File: src/rtl/led_pkg.sv
// LED register map and led_data field layout shared by the LED peripheral and the PWM driver.
package led_pkg;

    localparam logic [31:0] LED_MASK = 32'hFFFF_FFF0;
    localparam logic [31:0] LED_DATA = 32'h0000_0000;

    localparam int unsigned DUTY_W    = 8;
    localparam int unsigned R_LSB     = 0;
    localparam int unsigned G_LSB     = 8;
    localparam int unsigned B_LSB     = 16;
    localparam int unsigned BLINK_LSB = 24;
    localparam int unsigned BLINK_W   = 4;
    localparam int unsigned EN_BIT    = 31;

    localparam logic [7:0] PWM_MAX = 8'd254;

    typedef struct packed {
        logic                 en;
        logic [BLINK_W-1:0]   blink_sel;
        logic [DUTY_W-1:0]    duty_b;
        logic [DUTY_W-1:0]    duty_g;
        logic [DUTY_W-1:0]    duty_r;
    } led_shadow_t;

endpackage

File: src/rtl/led_pwm_channel.sv
// One PWM colour channel: compares the shared step counter with its shadow duty and
// registers the result onto the pin in the configured polarity.
module led_pwm_channel #(
    parameter bit ACTIVE_LOW = 1'b1
) (
    input  logic       clk,
    input  logic       rst,
    input  logic [7:0] duty,
    input  logic [7:0] pwm_cnt,
    input  logic       blink_on,
    input  logic       en,
    output logic       led
);

    logic on;
    logic led_q;

    always_comb begin
        on = en & blink_on & (pwm_cnt < duty);
    end

    always_ff @(posedge clk or negedge rst) begin
        if (!rst) begin
            led_q <= ACTIVE_LOW;
        end else begin
            led_q <= on ^ ACTIVE_LOW;
        end
    end

    assign led = led_q;

endmodule

File: src/rtl/led_pwm.sv
// RGB LED PWM driver: prescaled 255-step period, double-buffered duties and blink control
// loaded from led_data only at period boundaries.
module led_pwm
    import led_pkg::*;
#(
    parameter int unsigned PRESCALE   = 4,
    parameter bit          ACTIVE_LOW = 1'b1
) (
    input  logic        clk,
    input  logic        rst,
    input  logic [31:0] led_data,
    output logic        led_r,
    output logic        led_g,
    output logic        led_b,
    output logic        period_start
);

    localparam int unsigned PreW = (PRESCALE > 1) ? $clog2(PRESCALE) : 1;

    logic [PreW-1:0] pre_cnt_q, pre_cnt_d;
    logic [7:0]      pwm_cnt_q, pwm_cnt_d;
    logic [15:0]     per_cnt_q, per_cnt_d;
    led_shadow_t     shadow_q, shadow_d;
    logic            init_q, init_d;
    logic            period_start_q, period_start_d;

    logic tick;
    logic wrap;
    logic boundary;
    logic blink_on;
    logic unused_reserved;

    assign unused_reserved = ^led_data[30:28];

    always_comb begin
        tick     = (pre_cnt_q == PreW'(PRESCALE - 1));
        wrap     = tick && (pwm_cnt_q == PWM_MAX);
        // init forces a load on the first tick so a fresh reset does not sit dark for a period
        boundary = tick && (wrap || init_q);

        pre_cnt_d      = tick ? '0 : pre_cnt_q + 1'b1;
        pwm_cnt_d      = pwm_cnt_q;
        per_cnt_d      = per_cnt_q;
        shadow_d       = shadow_q;
        init_d         = init_q;
        period_start_d = wrap;

        if (tick) begin
            pwm_cnt_d = wrap ? 8'd0 : pwm_cnt_q + 8'd1;
        end

        if (boundary) begin
            shadow_d.en        = led_data[EN_BIT];
            shadow_d.blink_sel = led_data[BLINK_LSB +: BLINK_W];
            shadow_d.duty_b    = led_data[B_LSB +: DUTY_W];
            shadow_d.duty_g    = led_data[G_LSB +: DUTY_W];
            shadow_d.duty_r    = led_data[R_LSB +: DUTY_W];
            init_d             = 1'b0;
            if (!init_q) begin
                per_cnt_d = per_cnt_q + 16'd1;
            end
        end
    end

    always_ff @(posedge clk or negedge rst) begin
        if (!rst) begin
            pre_cnt_q      <= '0;
            pwm_cnt_q      <= '0;
            per_cnt_q      <= '0;
            shadow_q       <= '0;
            init_q         <= 1'b1;
            period_start_q <= 1'b0;
        end else begin
            pre_cnt_q      <= pre_cnt_d;
            pwm_cnt_q      <= pwm_cnt_d;
            per_cnt_q      <= per_cnt_d;
            shadow_q       <= shadow_d;
            init_q         <= init_d;
            period_start_q <= period_start_d;
        end
    end

    always_comb begin
        if (shadow_q.blink_sel == '0) begin
            blink_on = 1'b1;
        end else begin
            blink_on = ~per_cnt_q[shadow_q.blink_sel - 4'd1];
        end
    end

    assign period_start = period_start_q;

    led_pwm_channel #(.ACTIVE_LOW(ACTIVE_LOW)) u_ch_r (
        .clk      (clk),
        .rst      (rst),
        .duty     (shadow_q.duty_r),
        .pwm_cnt  (pwm_cnt_q),
        .blink_on (blink_on),
        .en       (shadow_q.en),
        .led      (led_r)
    );

    led_pwm_channel #(.ACTIVE_LOW(ACTIVE_LOW)) u_ch_g (
        .clk      (clk),
        .rst      (rst),
        .duty     (shadow_q.duty_g),
        .pwm_cnt  (pwm_cnt_q),
        .blink_on (blink_on),
        .en       (shadow_q.en),
        .led      (led_g)
    );

    led_pwm_channel #(.ACTIVE_LOW(ACTIVE_LOW)) u_ch_b (
        .clk      (clk),
        .rst      (rst),
        .duty     (shadow_q.duty_b),
        .pwm_cnt  (pwm_cnt_q),
        .blink_on (blink_on),
        .en       (shadow_q.en),
        .led      (led_b)
    );

endmodule

File: config.mk
export PLATFORM = sky130hd
export DESIGN_NAME = led_pwm
export DESIGN_NICKNAME = d
export VERILOG_FILES = /design/src/rtl/led_pkg.sv /design/src/rtl/led_pwm_channel.sv /design/src/rtl/led_pwm.sv
export SDC_FILE = /design/constraint.sdc
export NUM_CORES = 1
export LEC_CHECK = 0
export BUFFER_PORTS_ARGS = -buffer_cell sky130_fd_sc_hd__buf_2
export CAP_MARGIN = 30
export CORE_UTILIZATION = 52
export CTS_CLUSTER_DIAMETER = 50
export DETAILED_ROUTE_END_ITERATION = 10
export PLACE_DENSITY = 0.75
export SLEW_MARGIN = 20
export SYNTH_ARGS = -nofsm -noshare
export SYNTH_HDL_FRONTEND = slang
export SYNTH_SLANG_ARGS = --single-unit
File: constraint.sdc
create_clock -name clk -period 1.89 [get_ports clk]
set_input_delay 0.189 -clock clk [delete_from_list [all_inputs] [get_ports clk]]
set_output_delay 0.189 -clock clk [all_outputs]
set_load 0.05 [all_outputs]
==> impl.org <==
** Placement
- Count of input and output buffers :: 34
- At the end of routability-driven placement, the weighted congestion stood at 0.778.
- Post-DP HPWL :: 4.48 mm
- Placed cells :: 416

** Worst setup path
- STA classifies the critical path startpoint as a flip-flop.
- Data on the critical path is required at its endpoint by 2.16 ns.
- The most critical setup path has its startpoint at shadow_q[25].
- The setup check on the worst reg-to-reg path leaves a slack of 0.06 ns.
- Worst flop-to-flop path startpoint :: shadow_q[25]
- Endpoint type of the worst setup path :: flip-flop
- Endpoint of the lowest-slack register-to-register path :: u_ch_b.led
- STA puts the critical path data arrival time at 2.10 ns.
- The number of cells on the worst reg-to-reg path is 7.
- The signal on the critical path passes through inv_1 -> ha_2 -> xor2_2 -> mux4_2 -> nor2_2 -> o22a_4 -> o211ai_2.
- Critical-path maximum fanout :: 3
- Critical path class :: reg -> reg
- Crit-path slowest cell :: sky130_fd_sc_hd__mux4_2
- Delay contributed by the slowest stage of the critical path :: 0.52 ns
- The critical path ends at u_ch_b.led.

** Synth
- In this run, synthesis inferred 0 flip-flops with an integrated enable.
- Flop and latch count out of synthesis :: 60
- For this run, the leading register cell type out of synthesis is sky130_fd_sc_hd__dfrtp_1.
- Count leader, synth :: sky130_fd_sc_hd__dfrtp_1
- By area the synthesized netlist is led by sky130_fd_sc_hd__dfrtp_1, sky130_fd_sc_hd__ha_1, sky130_fd_sc_hd__nand2_1.
- The share of synthesized area in the top cell type comes to 0.441.
- Synthesized netlist net count :: 357
- sky130_fd_sc_hd__dfrtp_1 takes more of the synthesized area than any other cell.
- In the synthesized netlist, the number of instances is 296.
- Averaged over all synthesized cells, the footprint is 10.7 sq um.
- The mapped netlist covers 3180 sq um.
- Commonest cells post-synth :: sky130_fd_sc_hd__dfrtp_1, sky130_fd_sc_hd__nand2_1, sky130_fd_sc_hd__ha_1
- Part of the Yosys area used for sequential elements :: 0.474
- Counting flops with an async set or reset pin after synthesis yields a share of 1.00.
- During synthesis, Yosys emitted a total of 0 warnings.
- Number of distinct library cells after synthesis :: 43

** Pwr
- Leakage power figure :: 0.00202 uW
- Dividing total power by cell area gives a power density of 692 nW/um^2.
- VDD sags by at most 0.657 mV.

** Timing
- For the pin with the worst max-slew slack, the measured transition is 0.516 ns.
- The final count of hold timing violations came to 0.
- For the finished layout, the period the worst path requires is 1.83 ns.
- Number of pins exceeding their max-slew limit in the final report :: 0
- Setup violations remaining at the end of the flow were counted as 0.
- Normalized max-slew margin :: 0.656
- The tightest hold path in the finished design has a slack of 0.0296 ns.
- Static timing analysis puts the maximum clock frequency at 0.546 GHz.
- Of the available clock period, the critical path in the final layout requires 0.969.
- Between clock sinks in the finished design, the worst skew comes to 0.00472 ns.

** Floorplan
- Measured along the x axis, the die boundary spans 80.2 um.
- The die covers 6430 sq um.
- In this run the core area contains 28 standard-cell rows.
- The floorplan step defined a core boundary enclosing 5920 sq um.
- For this design the top-level I/O count stands at 38.
- Die Ht :: 80.2 um
- For this configuration, the core starts out at a cell density of 0.537.

** Layout
- Number of cells in the finished layout apart from fillers :: 435
- In the final layout, the share of cells above drive strength 1 is 0.264.
- For this run, the share of the core covered by cells in the final layout is 0.641.
- Across the whole layout, storage elements account for 1510 sq um.
- The net count of the finished layout is 416.
- The multi-input combinational cells in the finished layout cover a total of 1530 sq um.
- 0 antenna diodes ended up in the layout.
- Relative to the synthesized area, the layout overhead comes to 19.4%.
- Filler cells :: 471

** Clock network
- For this design, the sink count on the clock tree is 60.
- H-tree depth reported by CTS :: 3
- The clock passes through at most 2 buffers.
- CTS Root Cell :: sky130_fd_sc_hd__clkbuf_8
- Total clock buffers created by CTS :: 9
- TritonCTS built the clock tree.
- After clock tree synthesis, the clock-pin slew on the worst setup and hold paths is 0.07 ns.
- At the later pin of the worst-skew pair, clock insertion delay measures 0.34 ns.

** Hold path
- In this run the most critical hold path is launched from led_data[8].
- The path class of the tightest hold or removal check is in -> reg.

** Run
- Maximum Capacitance Violations :: 0

** Detailed routing
- The detailed router used layers up to and including met4.
- Wire length the detailed router placed on met1 :: 2.75 mm
- Wire segments on met3 add up to 207 um in the final route.
- In this run the remaining antenna-violating nets after routing total 0.
- Drt drc :: 0
- Vias per inst :: 5.16
- DRC marker count from the first detailed-route iteration :: 65
- Routed length on met2 :: 2.96 mm
- Summed over all layers, the routed wires come to 6.07 mm.
- Routed wire length per instance :: 13.9 um
- Across all layers, the routed design uses 2246 vias.
- First drt pass iteration count :: 4

** Global route
- Entering global routing, the biggest net connects 41 pins.
- The number of antenna violations at the first check in global routing was 0.
- Wire length of the first global-routing pass :: 10.4 mm
- In the global route stage, overall resource usage came out at 0.220.
- Via count of the first global-routing pass :: 2300
- Global routing finished with a remaining overflow of 0.

** Run status
- The run finished with clean final reports.
## cell type report
class / instances / share of cell area
Multi-Input combinational cell: 205 / 0.403
Clock buffer: 11 / 0.0372
Tap cell: 75 / 0.0247
Inverter: 24 / 0.0237
Clock inverter: 5 / 0.0198
Sequential cell: 60 / 0.397
Timing Repair Buffer: 55 / 0.0946
## state kept, by name (all words and copies together) (netlist names)
name          flops
shadow_q         29
per_cnt_q        16
pwm_cnt_q         8
pre_cnt_q         2
init_q            1
period_start      1
u_ch_b.led        1
u_ch_g.led        1
u_ch_r.led        1
## layout by cell type (no fill, tap or decap), drive strengths merged, types with 9 or more instances in the layout
cell | Yosys | layout
clkbuf | 0 | 11
dfrtp | 56 | 56
xnor2 | 11 | 11
o21ai | 27 | 27
nand3 | 9 | 9
inv | 24 | 24
a21o | 14 | 14
nand2 | 49 | 49
buf | 7 | 54
ha | 27 | 27
## report_power, final
group          leakage, uW  internal [uW]  total (uW)  switching (uW)
combinational      0.00125           27.4        59.9            32.5
sequential        0.000658           1280        1280               0
clock             0.000113            772        1280             512
total              0.00202           2080        2630             545
## cell families after synthesis
logic type,Yosys count,share of synthesized area
DFF,60,0.474
muxes,8,0.0429
AOI/OAI and AO/OA,59,0.122
buffers and inverters,31,0.0488
and+or+nand+nor,92,0.152
adders and majority gates,27,0.106
xor gates and xnor gates,19,0.0547
## critical path, delay by kind of cell (launching register included)
family          cells  cell delay [ns]
mux                 1             0.52
simple gates        1             0.13
xor+xnor            1             0.18
fa+ha+maj           1             0.19
buf+inv             1             0.09
flops               1             0.38
compound gates      2             0.27
## repair_timing
action,CTS,global route
hold endpoints to repair,20,0
buffers inserted,0,2
gates resized for setup,0,4
hold buffers,1,0
setup endpoints to repair,0,12
## metal layers
metal | track usage | up-vias
met5 | 0 | -
met4 | 0.127 | 0
met3 | 0.0409 | 15
met2 | 0.371 | 41
met1 | 0.262 | 1057
li1 | - | 1133
## how the worst min path moves through the flow
stage	slack, ns	end	cells after the start
after floorplan	-0.11	per_cnt_q[0]	0
after detailed placement	0.20	shadow_q[27]	1
after global placement	0.19	shadow_q[27]	1
after CTS	0.02	shadow_q[8]	3
final	0.03	shadow_q[8]	3
after global routing	0.04	shadow_q[27]	3
## through the flow
stage | worst slack (ns) | area (sq um) | TNS, ns | total power, uW
3_3_place_gp | 0.0919 | 3540 | 0 | 1370
2_1_floorplan | 0.00651 | 3180 | 0 | 1310
5_1_grt | -0.0115 | 3800 | -0.0209 | 2720
4_1_cts | 0.0546 | 3770 | 0 | 2650
6_report | 0.0587 | 3800 | 0 | 2630
3_5_place_dp | 0.0600 | 3540 | 0 | 1370
Power figures use the tool's default switching activity.
